`config.mk`:
```
export PLATFORM = sky130hd
export DESIGN_NAME = graphics_compositor
export DESIGN_NICKNAME = d
export VERILOG_FILES = /design/src/rtl/graphics_compositor.sv
export SDC_FILE = /design/constraint.sdc
export NUM_CORES = 1
export LEC_CHECK = 0
export BUFFER_PORTS_ARGS = -buffer_cell sky130_fd_sc_hd__buf_2
export CAP_MARGIN = 20
export CORE_ASPECT_RATIO = 0.9
export CORE_MARGIN = 2
export CORE_UTILIZATION = 55
export CTS_CLUSTER_SIZE = 30
export DETAILED_ROUTE_END_ITERATION = 8
export GPL_ROUTABILITY_DRIVEN = 1
export MAX_ROUTING_LAYER = met4
export PLACE_DENSITY = 0.77
export SKIP_LAST_GASP = 1
export SYNTH_ARGS = -nofsm -noshare
export SYNTH_HDL_FRONTEND = slang
export SYNTH_SLANG_ARGS = --single-unit
```
`constraint.sdc`:
```
create_clock -name clk -period 2.61 [get_ports clk]
set_input_delay 0 -clock clk [delete_from_list [all_inputs] [get_ports clk]]
set_output_delay 0 -clock clk [all_outputs]
set_load 0.02 [all_outputs]
```
`src/rtl/graphics_compositor.sv`:
```
// VGA timing, fixed-priority layer compositing through a writable palette, delay-aligned sync/RGB
// outputs, per-frame game tick and frame counter. Define GRAPHICS_SCANLINE_EN for scanline dimming.
module graphics_compositor #(
   parameter int NUM_LAYERS = 4,
   parameter int COLOR_BITS = 2,
   parameter int SCALE_LOG2 = 1,
   parameter int PIPE_DEPTH = 2,
   parameter int H_DISPLAY  = 640,
   parameter int H_FRONT    = 16,
   parameter int H_SYNC     = 96,
   parameter int H_BACK     = 48,
   parameter int V_DISPLAY  = 480,
   parameter int V_FRONT    = 10,
   parameter int V_SYNC     = 2,
   parameter int V_BACK     = 33,
   parameter int FRAME_BITS = 8
) (
   input  logic                              clk,
   input  logic                              reset,
   input  logic [NUM_LAYERS-1:0]             i_layer_hit,
   input  logic                              i_pal_we,
   input  logic [$clog2(NUM_LAYERS+1)-1:0]   i_pal_idx,
   input  logic [3*COLOR_BITS-1:0]           i_pal_data,
   output logic [9-SCALE_LOG2:0]             o_hpos,
   output logic [9-SCALE_LOG2:0]             o_vpos,
   output logic                              o_hsync,
   output logic                              o_vsync,
   output logic                              o_display_on,
   output logic [COLOR_BITS-1:0]             o_red,
   output logic [COLOR_BITS-1:0]             o_green,
   output logic [COLOR_BITS-1:0]             o_blue,
   output logic                              o_game_tick,
   output logic [FRAME_BITS-1:0]             o_frame_count
);

   localparam int CNT_W   = 10;
   localparam int IDX_W   = $clog2(NUM_LAYERS + 1);
   localparam int RGB_W   = 3 * COLOR_BITS;
   localparam int H_TOTAL = H_DISPLAY + H_FRONT + H_SYNC + H_BACK;
   localparam int V_TOTAL = V_DISPLAY + V_FRONT + V_SYNC + V_BACK;

   localparam logic [CNT_W-1:0] H_LAST     = CNT_W'(H_TOTAL - 1);
   localparam logic [CNT_W-1:0] V_LAST     = CNT_W'(V_TOTAL - 1);
   localparam logic [CNT_W-1:0] H_DISP     = CNT_W'(H_DISPLAY);
   localparam logic [CNT_W-1:0] V_DISP     = CNT_W'(V_DISPLAY);
   localparam logic [CNT_W-1:0] HS_START   = CNT_W'(H_DISPLAY + H_FRONT);
   localparam logic [CNT_W-1:0] HS_END     = CNT_W'(H_DISPLAY + H_FRONT + H_SYNC);
   localparam logic [CNT_W-1:0] VS_START   = CNT_W'(V_DISPLAY + V_FRONT);
   localparam logic [CNT_W-1:0] VS_END     = CNT_W'(V_DISPLAY + V_FRONT + V_SYNC);
   localparam logic [CNT_W-1:0] SUB_MASK   = CNT_W'((1 << SCALE_LOG2) - 1);
   localparam logic [IDX_W-1:0] BG_IDX     = IDX_W'(NUM_LAYERS);

   logic [CNT_W-1:0]      r_hcount;
   logic [CNT_W-1:0]      r_vcount;
   logic [FRAME_BITS-1:0] r_frame_count;
   logic [NUM_LAYERS-1:0] r_hit;
   logic [RGB_W-1:0]      r_pal [NUM_LAYERS+1];
   logic [RGB_W-1:0]      r_rgb_pipe [PIPE_DEPTH];

   logic                  w_hsync_raw;
   logic                  w_vsync_raw;
   logic                  w_display_raw;
   logic                  w_sample;
   logic [IDX_W-1:0]      w_sel;
   logic [RGB_W-1:0]      w_lookup;
   logic [RGB_W-1:0]      w_pixel;

   // NOTE: sequential state uses non-blocking assignments so every register samples pre-edge values.
   always_ff @(posedge clk or posedge reset) begin
      if (reset) begin
         r_hcount <= '0;
         r_vcount <= '0;
      end else if (r_hcount == H_LAST) begin
         r_hcount <= '0;
         r_vcount <= (r_vcount == V_LAST) ? '0 : r_vcount + 1'b1;
      end else begin
         r_hcount <= r_hcount + 1'b1;
      end
   end

   assign o_hpos        = r_hcount[CNT_W-1:SCALE_LOG2];
   assign o_vpos        = r_vcount[CNT_W-1:SCALE_LOG2];
   assign w_hsync_raw   = !((r_hcount >= HS_START) && (r_hcount < HS_END));
   assign w_vsync_raw   = !((r_vcount >= VS_START) && (r_vcount < VS_END));
   assign w_display_raw = (r_hcount < H_DISP) && (r_vcount < V_DISP);

   // Tick decodes the live counters, so it leads the delayed video by the pipeline latency.
   assign o_game_tick   = (r_hcount == H_DISP) && (r_vcount == V_DISP);

   always_ff @(posedge clk or posedge reset) begin
      if (reset) begin
         r_frame_count <= '0;
      end else if (o_game_tick) begin
         r_frame_count <= r_frame_count + 1'b1;
      end
   end

   assign o_frame_count = r_frame_count;

   // One sample per replicated pixel block: the hit vector is held across the block.
   assign w_sample = ((r_hcount & SUB_MASK) == '0);

   always_ff @(posedge clk or posedge reset) begin
      if (reset) begin
         r_hit <= '0;
      end else if (w_sample) begin
         r_hit <= i_layer_hit;
      end
   end

   // NOTE: always_comb assigns a default before any conditional update, so no latch is inferred.
   always_comb begin
      w_sel = BG_IDX;
      for (int i = NUM_LAYERS - 1; i >= 0; i--) begin
         if (r_hit[i]) w_sel = IDX_W'(i);
      end
   end

   assign w_lookup = r_pal[w_sel];

   // NOTE: the palette is a handful of flops rather than a RAM, so it carries a reset value.
   always_ff @(posedge clk or posedge reset) begin
      if (reset) begin
         for (int i = 0; i < NUM_LAYERS; i++) r_pal[i] <= '1;
         r_pal[NUM_LAYERS] <= '0;
      end else if (i_pal_we && (i_pal_idx <= BG_IDX)) begin
         r_pal[i_pal_idx] <= i_pal_data;
      end
   end

   always_ff @(posedge clk or posedge reset) begin
      if (reset) begin
         for (int i = 0; i < PIPE_DEPTH; i++) r_rgb_pipe[i] <= '0;
      end else begin
         r_rgb_pipe[0] <= w_lookup;
         for (int i = 1; i < PIPE_DEPTH; i++) r_rgb_pipe[i] <= r_rgb_pipe[i-1];
      end
   end

   // Sync bundle is one stage longer than the colour pipe to cover the hit sample register.
`ifdef GRAPHICS_SCANLINE_EN
   localparam int SB_W = 4;
   logic [SB_W-1:0] w_sync_raw;
   assign w_sync_raw = {r_vcount[0], w_display_raw, w_vsync_raw, w_hsync_raw};
`else
   localparam int SB_W = 3;
   logic [SB_W-1:0] w_sync_raw;
   assign w_sync_raw = {w_display_raw, w_vsync_raw, w_hsync_raw};
`endif
   localparam logic [SB_W-1:0] SB_RESET = SB_W'(3'b011);

   logic [SB_W-1:0] r_sync_pipe [PIPE_DEPTH+1];
   logic [SB_W-1:0] w_sync_out;

   always_ff @(posedge clk or posedge reset) begin
      if (reset) begin
         for (int i = 0; i <= PIPE_DEPTH; i++) r_sync_pipe[i] <= SB_RESET;
      end else begin
         r_sync_pipe[0] <= w_sync_raw;
         for (int i = 1; i <= PIPE_DEPTH; i++) r_sync_pipe[i] <= r_sync_pipe[i-1];
      end
   end

   assign w_sync_out   = r_sync_pipe[PIPE_DEPTH];
   assign o_hsync      = w_sync_out[0];
   assign o_vsync      = w_sync_out[1];
   assign o_display_on = w_sync_out[2];

   always_comb begin
      w_pixel = r_rgb_pipe[PIPE_DEPTH-1];
`ifdef GRAPHICS_SCANLINE_EN
      if (w_sync_out[3]) begin
         w_pixel = {w_pixel[3*COLOR_BITS-1:2*COLOR_BITS] >> 1,
                    w_pixel[2*COLOR_BITS-1:COLOR_BITS] >> 1,
                    w_pixel[COLOR_BITS-1:0] >> 1};
      end
`endif
      if (!o_display_on) w_pixel = '0;
   end

   assign o_red   = w_pixel[3*COLOR_BITS-1:2*COLOR_BITS];
   assign o_green = w_pixel[2*COLOR_BITS-1:COLOR_BITS];
   assign o_blue  = w_pixel[COLOR_BITS-1:0];

endmodule

```
==> impl_metrics.csv, run 1 <==
group,metric,value,unit
run_status,status,"finished, final reports clean",
critical_path,worstSetupEndpointType,"output pin",
critical_path,cp_cell_sequence,"nand4_1 > or4_1 > nor4_2 > buf_2",
clocking,worstSkewPairLatency,0.35,ns
floorplanning,fp.dieW,90.91,um
floorplanning,ios,52,
global_route,grt_max_degree,47,
worst_hold_path,min_from,"i_pal_idx[0]",
power,powerDensity,640.9,nW/um2
power,leakage,0.001927,uW
logic_synthesis,ys_top_cells_by_area,"dfrtp_1 35%, dfstp_2 21%, mux2_2 8.7%",
logic_synthesis,synth_cell_type_count,38,
logic_synthesis,synthMostInstantiatedCell,"dfrtp_1",
final_layout,area_growth,14.83,%
critical_path,worstPathArrival,2.45,ns
floorplanning,coreArea,6586,um2
logic_synthesis,ys_seq_elements,83,
critical_path,cp-start-kind,"flip-flop",
critical_path,worstSetupPathType,"flip-flop to output pin",
clocking,ctsHtreeMaxLevel,3,
timing,finalHoldViolCount,0,
timing,skew,0.01019,ns
logic_synthesis,synthTopCellsByCount,"53 x dfrtp_1, 30 x dfstp_2, 29 x mux2_2, 20 x nand2_1, 20 x nor2_1",
place,routabilityCongestion,0.8792,
timing,rsz0062_at_grt,"no",
critical_path,required,2.61,ns
critical_path,regToRegEndpoint,"o_frame_count[6]",
logic_synthesis,ys.flop_type,"dfrtp_1",
clocking,clk_path_buf_depth,2,
place,portBuffers,51,
power,total_power,2751,uW
global_route,grt_pass1_wl,11580,um
final_layout,drive_gt1_share,37.50,%
critical_path,path_buf_inv,1,
floorplanning,die_area,7474,um2
clocking,cts.sinks,83,
clocking,clk_pin_slew_worst_paths,0.09,ns
timing,layout_setup_ws,0.1629,ns
timing,setup_viol,0,
critical_path,reg2reg_slack,0.23,ns
timing,slew_violations,0,
floorplanning,initial_core_util,56.76,%
routing,detail-route-antenna-nets,0,
final_layout,final_nets,393,
routing,vias_per_cell,5.541,
clocking,cts_tree,"built",
routing,dr.pass1.iters,4,
timing,period_needed,2.447,ns
global_route,grt_util_all_layers,20.68,%
logic_synthesis,yosysWarnings,0,
logic_synthesis,async_flop_share,100.0,%
logic_synthesis,yosys.area.top_type,"dfrtp_1",
flow_run,drv_cap,0,
final_layout,antennaDiodeCount,0,
routing,initialDrtViolationCount,175,
routing,drc,0,
place,dp_hpwl,4959,um
global_route,grt_pass1_vias,2380,
critical_path,rr_startpoint,"r_vcount[1]",
worst_hold_path,min_to,"r_pal[29]",
final_layout,fill_cells,544,
timing,fin_tns_setup,0,ns
timing,worstMarginPinSlew,0.8697,ns
timing,max_slew_margin,41.57,%
logic_synthesis,synth_cells,321,
floorplanning,placementRows,28,
global_route,grt_overflow,0,
critical_path,max_stage_delay,0.63,ns
logic_synthesis,synth_area,3739,um2
clocking,cts_buffers,9,
logic_synthesis,ys_seq_area_share,56.56,%
routing,vias,2582,
global_route,antenna_found_initial,0,
worst_hold_path,hold_class,"primary input to flip-flop",
place,dp_worst_setup_slack,0.2583,ns
critical_path,slowest_stage,"or4_1",
critical_path,worstRegToRegCells,6,
logic_synthesis,synth.avg_cell_area,11.65,um2
critical_path,cp_max_fo,8,
floorplanning,die_y,82.22,um
routing,post_drt_wl_per_cell,15.28,um
logic_synthesis,synth_top_area_share,35.48,%
critical_path,cpLargestDelayFamily,"simple AND/OR/NAND/NOR gates",
worst_hold_path,whs_path_depth,4,
power,peakVddDrop,0.2911,mV
timing,fmax,408.6,MHz
timing,holdWs,0.02132,ns
clocking,post_cts_buffers,0,
logic_synthesis,synth_edf_count,0,
timing,post-route-period-util,93.76,%
routing,routed_wirelength,7122,um
logic_synthesis,synth_nets,343,
clocking,cts_root_buf,"clkbuf_8",
report_power, final:
group          internal, uW  switching, uW  total (uW)
Sequential             1480           67.5        1550
Combinational           144            142         285
Clock                   446            471         917
worst max-delay path by stage:
stage	startpoint	endpoint	slack (ns)	depth (start not counted)
global route	r_vcount[5]	o_game_tick	0.01	4
floorplan	r_hcount[0]	o_frame_count[1]	0.17	6
detailed placement	r_vcount[1]	o_frame_count[6]	0.26	6
finish	r_vcount[5]	o_game_tick	0.16	4
global placement	r_vcount[5]	o_frame_count[1]	0.36	4
CTS	r_vcount[5]	o_game_tick	0.13	4
flip-flops by register name (all words and copies together) (netlist names):
| name | cells |
|---|---|
| r_pal | 30 |
| r_rgb_pipe | 12 |
| r_hcount | 10 |
| r_vcount | 10 |
| o_frame_count | 8 |
| r_sync_pipe | 6 |
| r_hit | 4 |
| w_sync_out | 3 |
final cells by class:
type | count | area (um2) | share of cell area, %
Clock buffer | 9 | 123.9 | 2.885
Multi-Input combinational cell | 196 | 1398 | 32.56
Sequential cell | 83 | 2115 | 49.26
Clock inverter | 7 | 76.32 | 1.778
Inverter | 14 | 52.55 | 1.224
Timing Repair Buffer | 67 | 415.4 | 9.676
Tap cell | 90 | 112.6 | 2.623
through the flow:
stage,utilization (%),cell area (um2),std cells
after floorplan,-,3739,321
after global placement,60.47,3983,439
after detailed placement,60.47,3983,439
after CTS,65.18,4293,466
after global routing,65.18,4293,466
final,65.18,4293,466
kinds of logic after synthesis:
logic type / count (synthesis) / share of synthesized area, %
compound gates: 35 / 5.857
xor+xnor: 20 / 4.685
fa+ha+maj: 6 / 2.008
buf+inv: 42 / 6.057
flops: 83 / 56.56
mux: 29 / 8.735
simple gates: 106 / 16.10
tightest hold or removal path: stages:
cell and delay, ns:
buf_2 0.12, nor4b_2 0.10, nand2_1 0.08, o21ai_0 0.07
placed cells by master (no fill, tap or decap), drive strengths merged, types with 7 or more instances in the layout:
master       instances
inv                 15
dlygate4sd3         11
and2                 7
xor2                10
nand3               11
o21ai               14
a21oi                7
dfstp               30
nor3                10
clkbuf               9
buf                 56
xnor2               10
nand4                8
mux2                29
dfrtp               53
nand2               20
nor2                20
routing by layer:
metal	track usage, %	up-vias	part of all wire, %
met1	28.72	1270	49
met5	-	-	0
met4	8.485	0	2.0
met2	31.04	91	45
met3	3.267	14	4.7
li1	-	1207	-
repair_timing:
item	4_1_cts	5_1_grt
resized for setup	0	0
hold buffers	11	0
hold endpoints to repair	63	0
No activity file was read; power rests on OpenSTA's default activity.
==> run 2: changes to the inputs <==
SETUP_SLACK_MARGIN = 0.2   (was not set)
==> impl_metrics.csv, run 2 (synthesis results as in run 1) <==
group,metric,value,unit
floorplanning,initial_core_util,56.76,%
critical_path,worstSetupEndpointType,"flip-flop",
floorplanning,fp.dieW,90.91,um
global_route,grt_pass1_vias,2431,
critical_path,regToRegEndpoint,"o_frame_count[5]",
critical_path,max_stage_delay,0.65,ns
power,pwr-share-clk,33.8,%
worst_hold_path,whs_path_depth,4,
power,switching_power,671.9,uW
final_layout,reg_top3,"r_pal: 30 flops, r_rgb_pipe: 12 flops",
final_layout,regMostFlops,"r_pal",
power,powerDensity,640.5,nW/um2
critical_path,cp_cell_sequence,"inv_1 > ha_1 > or4b_2 > or3_4 > nor4_2 > xor2_1",
critical_path,required,2.89,ns
critical_path,worstSetupPathType,"flip-flop to flip-flop",
final_layout,layout_commonest_cell,"dfrtp_1",
global_route,grt_pass1_wl,11830,um
critical_path,worstRegToRegCells,6,
floorplanning,die_area,7474,um2
worst_hold_path,min_to,"r_pal[29]",
critical_path,worstPathArrival,2.59,ns
routing,wl_met3,292,um
clocking,cts_buffers,9,
routing,vias_per_cell,5.517,
critical_path,cpLargestDelayFamily,"simple AND/OR/NAND/NOR gates",
critical_path,cp_max_fo,8,
timing,max_slew_margin,36.68,%
timing,fmax,432.1,MHz
power,leakage,0.001953,uW
global_route,grt_overflow,0,
run_status,status,"finished, final reports clean",
floorplanning,ios,52,
routing,detail-route-antenna-nets,0,
power,p_int,2093,uW
power,seq_power_share,55.9,%
timing,skew,0.01090,ns
timing,slew_violations,0,
power,combPwrFrac,10.3,%
clocking,clk_path_buf_depth,2,
clocking,cts_root_buf,"clkbuf_8",
final_layout,antennaDiodeCount,0,
floorplanning,die_y,82.22,um
worst_hold_path,hold_class,"primary input to flip-flop",
clocking,clk_pin_slew_worst_paths,0.08,ns
global_route,antenna_found_initial,0,
critical_path,setup.worst_path.start,"r_vcount[1]",
floorplanning,coreArea,6586,um2
timing,rsz0062_at_grt,"no",
global_route,grt_max_degree,84,
critical_path,cp-start-kind,"flip-flop",
final_layout,final_nets,393,
routing,drc,0,
power,total_power,2765,uW
critical_path,path_buf_inv,1,
clocking,cts.sinks,83,
routing,post_drt_wl_per_cell,15.65,um
timing,worstMarginPinSlew,0.9425,ns
power,peakVddDrop,0.3204,mV
final_layout,final_cell_mix,"53 x dfrtp_1, 51 x buf_2, 30 x dfstp_2, 29 x mux2_2",
clocking,worstSkewPairLatency,0.36,ns
routing,met1Wirelength,3522,um
global_route,grt_util_all_layers,21.15,%
critical_path,reg2reg_slack,0.30,ns
worst_hold_path,min_from,"i_pal_idx[0]",
final_layout,drive_gt1_share,38.03,%
critical_path,rr_startpoint,"r_vcount[1]",
final_layout,area_growth,15.46,%
routing,dr.pass1.iters,4,
final_layout,largest_reg_flops,30,
routing,initialDrtViolationCount,171,
flow_run,drv_cap,0,
floorplanning,placementRows,28,
clocking,ctsHtreeMaxLevel,3,
place,dp_hpwl,4946,um
routing,routed.top_layer,"met4",
routing,wl_met2,3331,um
clocking,cts_tree,"built",
power,sw_frac_of_total,24.30,%
timing,finalHoldViolCount,0,
timing,fin_tns_setup,0,ns
routing,routed_wirelength,7291,um
place,portBuffers,51,
timing,period_needed,2.314,ns
timing,setup_viol,0,
routing,vias,2571,
timing,post-route-period-util,88.66,%
critical_path,slowest_stage,"or4b_2",
place,routabilityCongestion,0.8774,
-- run 2: worst max path at each step --
| stage | end | slack (ns) | depth (start not counted) |
|---|---|---|---|
| final | o_frame_count[5] | 0.30 | 6 |
| after floorplan | o_frame_count[5] | 0.30 | 8 |
| after global routing | o_frame_count[5] | 0.21 | 6 |
| after global placement | o_frame_count[5] | 0.35 | 6 |
| after CTS | o_frame_count[5] | 0.22 | 6 |
| after detailed placement | o_frame_count[5] | 0.25 | 6 |
-- run 2: timing repair --
item	CTS	global route
resized for setup	0	3
endpoints found under the hold margin	87	0
hold buffers	11	0
endpoints found under the setup margin	0	6
setup buffers	0	0
-- run 2: worst reg2reg max path, stage by stage (launching register included) --
cell and delay, ns:
dfrtp_1 0.46, inv_1 0.11, ha_1 0.18, or4b_2 0.65, or3_4 0.41, nor4_2 0.27, xor2_1 0.17
-- run 2: cell type report --
type / count / area [um2]
Clock buffer: 10 / 137.6
Clock inverter: 6 / 63.81
Fill cell: 525 / 2270
Inverter: 14 / 52.55
Multi-Input combinational cell: 196 / 1420
Sequential cell: 83 / 2115
Tap cell: 90 / 112.6
Timing Repair Buffer: 67 / 415.4
-- run 2: power groups by stage --
stage | Clock, uW | Sequential [uW] | Combinational [uW]
floorplan | 0 | 1540 | 207
global placement | 0 | 1560 | 263
detailed placement | 0 | 1570 | 272
CTS | 938 | 1550 | 287
global route | 996 | 1560 | 316
finish | 935 | 1550 | 285
-- run 2: metrics by stage --
stage / hold WS [ns] / instance area, um2 / setup slack [ns] / util [%] / instances
global placement: 0.1307 / 3991 / 0.3494 / 60.60 / 439
global route: 0.04077 / 4317 / 0.2111 / 65.54 / 466
finish: 0.01876 / 4317 / 0.2959 / 65.54 / 466
CTS: 0.01598 / 4303 / 0.2221 / 65.33 / 466
floorplan: 0.1090 / 3747 / 0.2967 / - / 321
detailed placement: 0.1329 / 3991 / 0.2482 / 60.60 / 439
-- run 2: routing by layer --
metal / up-vias / GRT usage (%)
li1: 1209 / -
met1: 1274 / 29.34
met2: 76 / 31.04
met3: 12 / 3.176
met4: 0 / 10.45
met5: - / -
